File: config.mk
export PLATFORM = sky130hd
export DESIGN_NAME = if_fetch_unit
export DESIGN_NICKNAME = d
export VERILOG_FILES = /design/src/rtl/if_fetch_unit.sv
export SDC_FILE = /design/constraint.sdc
export NUM_CORES = 1
export LEC_CHECK = 0
export CAP_MARGIN = 20
export CORE_MARGIN = 4
export CORE_UTILIZATION = 46
export CTS_CLUSTER_DIAMETER = 60
export DETAILED_ROUTE_END_ITERATION = 6
export HOLD_SLACK_MARGIN = 0.12
export PLACE_DENSITY = 0.78
export SYNTH_ARGS = -nofsm -noshare
export SYNTH_HDL_FRONTEND = slang
export SYNTH_SLANG_ARGS = --single-unit
File: constraint.sdc
create_clock -name clk -period 3.2 [get_ports clk]
set_input_delay 0.64 -clock clk [delete_from_list [all_inputs] [get_ports clk]]
set_output_delay 0.64 -clock clk [all_outputs]
set_load 0.03 [all_outputs]
File: src/rtl/if_fetch_unit.sv
// Instruction fetch stage: owns the PC, drives a 1-cycle synchronous instruction memory
// and presents PC/instruction/valid to the IF/ID register with stall, redirect and wrap.
module if_fetch_unit #(
    parameter int unsigned                PC_WIDTH    = 8,
    parameter int unsigned                INSTR_WIDTH = 32,
    parameter logic [PC_WIDTH-1:0]        RESET_PC    = '0,
    parameter int unsigned                CNT_WIDTH   = 16
) (
    input  logic                   clk,
    input  logic                   rst,
    input  logic                   stall_in,
    input  logic                   redirect_in,
    input  logic [PC_WIDTH-1:0]    redirect_pc,
    output logic [PC_WIDTH-1:0]    imem_addr,
    input  logic [INSTR_WIDTH-1:0] imem_rdata,
    output logic [PC_WIDTH-1:0]    pc_out,
    output logic [INSTR_WIDTH-1:0] instr_out,
    output logic                   valid_out,
    output logic [CNT_WIDTH-1:0]   fetch_count
);

    localparam logic [1:0] BOOT = 2'd0;
    localparam logic [1:0] RUN  = 2'd1;
    localparam logic [1:0] HOLD = 2'd2;

    logic [1:0]             state;
    logic [PC_WIDTH-1:0]    pc;
    logic [PC_WIDTH-1:0]    req_pc;
    logic [INSTR_WIDTH-1:0] hold_instr;
    logic                   delivered;

    assign imem_addr = pc;
    assign pc_out    = req_pc;
    assign valid_out = (state != BOOT) && !redirect_in;
    assign delivered = valid_out && !stall_in;

    always_comb begin
        instr_out = '0;
        case (state)
            RUN:     instr_out = imem_rdata;
            HOLD:    instr_out = hold_instr;
            default: instr_out = '0;
        endcase
    end

    always_ff @(posedge clk) begin
        if (rst) begin
            state       <= BOOT;
            pc          <= RESET_PC;
            req_pc      <= RESET_PC;
            hold_instr  <= '0;
            fetch_count <= '0;
        end else begin
            if (delivered && (fetch_count != '1))
                fetch_count <= fetch_count + CNT_WIDTH'(1);

            // Redirect squashes everything; req_pc/hold_instr are left as-is since BOOT ignores them.
            if (redirect_in) begin
                state <= BOOT;
                pc    <= redirect_pc;
            end else begin
                case (state)
                    BOOT: begin
                        state  <= RUN;
                        req_pc <= pc;
                        pc     <= pc + PC_WIDTH'(1);
                    end
                    RUN: begin
                        if (stall_in) begin
                            state      <= HOLD;
                            hold_instr <= imem_rdata;
                        end else begin
                            req_pc <= pc;
                            pc     <= pc + PC_WIDTH'(1);
                        end
                    end
                    HOLD: begin
                        // Memory kept reading pc during the stall, so rdata is valid next cycle.
                        if (!stall_in) begin
                            state  <= RUN;
                            req_pc <= pc;
                            pc     <= pc + PC_WIDTH'(1);
                        end
                    end
                    default: state <= BOOT;
                endcase
            end
        end
    end

endmodule

# After elaboration in Yosys (flattened, before gate mapping)
# Cells that the tools add are included.
# classes
addsub	2
n_mul	0
div	0
n_lt_le_gt_ge	0
eq_ne	7
shift	0
n_mux	9
bitwise	1
reduce_logical	15
# op_table
operator	count
32-bit one-hot mux with 2 select lines	1
8-bit one-hot mux with 2 select lines	2
8-bit two-way mux	3
16-bit by 1-bit adder with 16-bit output, second input constant	1
16-bit != test, second input constant	1
8-bit by 1-bit adder with 8-bit output, second input constant	1
2-bit != test, second input constant	3
2-bit one-hot mux with 3 select lines	1
3-bit AND reduction	2
2-bit two-way mux	2
2-bit AND reduction	2
2-bit nonzero test	2
2-bit OR reduction	2
1-bit logical AND	3
3-bit by 2-bit != test with 1-bit output, second input constant	1
3-bit nonzero test	1
2-bit by 1-bit == test with 1-bit output, second input constant	1
2-bit == test, second input constant	1
1-bit zero test	2
2-bit zero test	1
1-bit inverter	1
# totals
regBits	66
latch_bits	0
ram_bits	0
rom_bits	0
in_bits	44
output_inout_bits	65
elab_cells	39
n_memories	0

# Longest topological paths before layout
# depth
depth_word	4
mapped_depth	8
ltp_nobuf	6

# Worst setup path before layout
# OpenSTA, ideal clock, no wires.
# synth_timing
kind	input port to flip-flop
startpoint	input port redirect_in
endpoint	register fetch_count[11]
setup_ps	116
arrival_ps	2454
required_ps	3084
path_slack_ps	630
stages	7
path_buffers	3
cell_sequence	buf_6 -> or3_1 -> buf_2 -> or4_1 -> buf_2 -> or4b_1 -> o211a_1
# synth_between
elab_chain_cells	4
# synth_lines
item	line_no	text
start: declaration	12	input logic redirect_in,
1-bit zero test	34	assign valid_out = (state != BOOT) && !redirect_in;
1-bit logical AND	34	
1-bit logical AND	35	assign delivered = valid_out && !stall_in;
1-bit logical AND	54	if (delivered && (fetch_count != '1))
end signal: assignment	55	fetch_count <= fetch_count + CNT_WIDTH'(1);
end: declaration	19	output logic [CNT_WIDTH-1:0] fetch_count
# Every way passes these cells.
# A chain may end at the register's enable or synchronous reset.

# Worst setup path after layout
# layout_timing
startpoint	register state[0]
endpoint	output port instr_out[19]
# layout_between
elab_chain_cells	2
elab_cells_between_ends	3
classes_between	eq/ne (2); mux (1)
# layout_lines
item	line_no	text
start: declaration	26	logic [1:0] state;
start signal: assignment	48	state <= BOOT;
start signal: assignment	59	state <= BOOT;
start signal: assignment	64	state <= RUN;
2-bit == test / 2-bit by 1-bit == test with 1-bit output (equally long branches)	39	case (state)
32-bit one-hot mux with 2 select lines (*)	39	
end: declaration	17	output logic [INSTR_WIDTH-1:0] instr_out,
# Mark *: on every way between the ends. The rest lies on a longest branch, timed or not.

==> results.toml <==
[cells_and_area]
syn_to_final_growth_pct = 42.9
antenna_cells = 0
fin_nets = 581
drive_above_1_share = 0.0655
final_core_util = 0.685
n_fill_cell = 586

[floorplanning]
die_area_um2 = 8580
row_count = 30
fp.dieW_um = 92.6
fp.dieH_um = 92.6
start_util = 0.480
io_pins = 109
core_area_um2 = 6870

[synth]
synth_top_flop_cell = "dfxtp_1"
yosysTopAreaCell = "dfxtp_1"
ys_async_sr_fraction = 0
ys_types = 37
syn_area_per_cell_um2 = 7.74
synth_nets = 478
synth_area_leaders = "dfxtp_1 40%, nand2_1 10%, a21oi_1 7.6%"
synth-seq-cells = 66
yosysWarnings = 0
synth-edff-count = 0
seq_area_frac_synth = 0.401
netlist_instances = 426
synth_area_um2 = 3300
synth_top_area_share = 0.401

[setup_path]
end_kind = "primary output"
cpPeakStageDelay_ns = 0.69
cp_max_fo = 29
required_ns = 2.56
path_class = "reg -> out"
crit_chain = "inv_1 -> ha_1 -> buf_12 -> nor2b_1 -> clkdlybuf4s50_1"
slowest_stage = "clkdlybuf4s50_1"
cp-start-kind = "flip-flop"
arrival_ns = 2.36

[power]
vdd.ir_drop.worst_uv = 320
power_mw = 1.90
cellPowerDensity_nw_per_um2 = 403
p_leak_nw = 1.54

[place]
routabilityCongestion = 0.820
numPortBuffers = 108
hpwl_um = 6430

[clock_network]
cts_made_buffers = 9
root_buffer = "clkbuf_8"
cts_tree = "done"
worstSkewPairLatency_ns = 0.34
hold_buffers = 0
cts_resized = 0
cts.sinks = 66
h-tree-depth = 3
path_clk_slew_ns = 0.07
clockBufferDepth = 2
post-cts-setup-buffers = 0

[drt]
drt-initial-drc-count = 162
drc = 0
vias_per_cell = 5.42
routed-via-count = 3415
drt-pass1-iter-count = 4
avgRoutedWirePerCell_um = 14.6
antenna_left = 0
drt_wl_total_um = 9210

[sta]
max_freq_mhz = 333
max_slew.worst_pin.slew_ns = 0.497
period_needed_ns = 3.00
maxSlewHeadroom = 0.667
rsz0062_at_grt = "false"
fin_crit_sh = 0.937
hold_viol = 0
hold-worst-slack_ns = 0.456
setup_viol = 0
slew_violations = 0
finalSetupTns_ns = 0
fin_skew_ns = 0.00579

[global_route]
grt_pass1_vias = 3256
grt_max_degree = 47
antenna_found_initial = 0
grt_pass1_wl_um = 15000
grtUsageTotal = 0.214
overflow = 0

[hold_path]
hp-class = "reg -> reg"

[flow_run]
drv_cap = 0

[status]
outcome = "completed"
==> registers in the layout, indices dropped and copies added, names as in the netlist <==
signal and flops:
imem_addr 8, state 2, fetch_count 16, pc_out 8, hold_instr 32
==> worst paths after layout <==
kind,from,endpoint,slack [ns],cells after the start
setup / recovery,state[0],instr_out[19],0.20,5
hold / removal,hold_instr[23],hold_instr[23],0.46,2
setup reg to reg,state[0],fetch_count[11],0.59,6
hold reg to reg,hold_instr[23],hold_instr[23],0.46,2
==> cell usage after synthesis, drive strengths merged, types with 2 or more instances <==
master and number:
ha 8, a22oi 32, o31ai 3, dfxtp 66, or4 4, nand4 5, nand3 8, inv 7
or3 7, o21ai 6, buf 3, nor4b 2, mux2i 3, or2 3, nor3 8, a211oi 6
o311ai 2, a21oi 50, nand2 91, o41ai 2, nor4 7, nor2b 34, clkbuf 28, nor2 21
and3 4, mux2 2, xnor2 7
==> where the power goes <==
group | total, mW | internal (mW) | switching (mW) | leakage (nW)
combinational | 0.309 | 0.145 | 0.164 | 0.904
sequential | 0.865 | 0.844 | 0.0206 | 0.536
clock | 0.722 | 0.402 | 0.320 | 0.0986
total | 1.90 | 1.39 | 0.505 | 1.54
==> routing by layer <==
layer  vias to the layer above  track usage  wire (um)
met5                         -            0          0
met4                         0       0.0794        146
met3                        15       0.0414        501
met2                        94        0.363       4560
met1                      1612        0.269       4010
li1                       1694            -          -
==> logic make-up after synthesis <==
group / count (synthesis) / share of synthesized area
simple gates: 197 / 0.288
compound gates: 105 / 0.200
flops: 66 / 0.401
buf+inv: 38 / 0.0463
fa+ha+maj: 8 / 0.0304
xor+xnor: 7 / 0.0186
mux: 5 / 0.0159
==> placed cells by master, fill, tap and decap left out, types with 2 or more instances in the layout <==
master,instances
a22oi_1,32
or2_2,3
nand3_1,8
nor2b_1,34
buf_4,13
ha_1,8
a211oi_1,6
nor2_1,21
o21ai_0,6
or3_1,7
xnor2_1,7
nor4b_1,2
or4_1,4
clkinvlp_4,2
nor4_1,7
mux2i_1,3
o31ai_1,3
buf_12,2
nand2_1,91
clkdlybuf4s50_1,107
nand4_1,5
dfxtp_1,66
a21oi_1,50
o41ai_1,2
and3_1,4
nor3_1,8
inv_1,7
clkbuf_8,11
==> critical path, delay by kind of cell (launching register included) <==
kind,cells,cell delay [ns]
adders and majority gates,1,0.43
buffers and inverters,3,1.00
DFF,1,0.40
and+or+nand+nor,1,0.19
==> through the flow <==
stage	std cells	instance area [um^2]	setup WS, ns
3_3_place_gp	614	4500	0.367
3_5_place_dp	614	4500	0.322
4_1_cts	630	4710	0.190
2_1_floorplan	426	3300	0.630
5_1_grt	630	4710	0.0887
6_report	630	4710	0.200
==> cell type report <==
| cell class | instances | area [um^2] | share of cell area |
|---|---|---|---|
| Clock buffer | 12 | 155 | 0.0330 |
| Clock inverter | 4 | 50.0 | 0.0106 |
| Inverter | 7 | 26.3 | 0.00558 |
| Multi-Input combinational cell | 322 | 1820 | 0.387 |
| Sequential cell | 66 | 1320 | 0.281 |
| Tap cell | 96 | 120 | 0.0255 |
| Timing Repair Buffer | 123 | 1210 | 0.258 |
(Power assumes the default switching activity.)
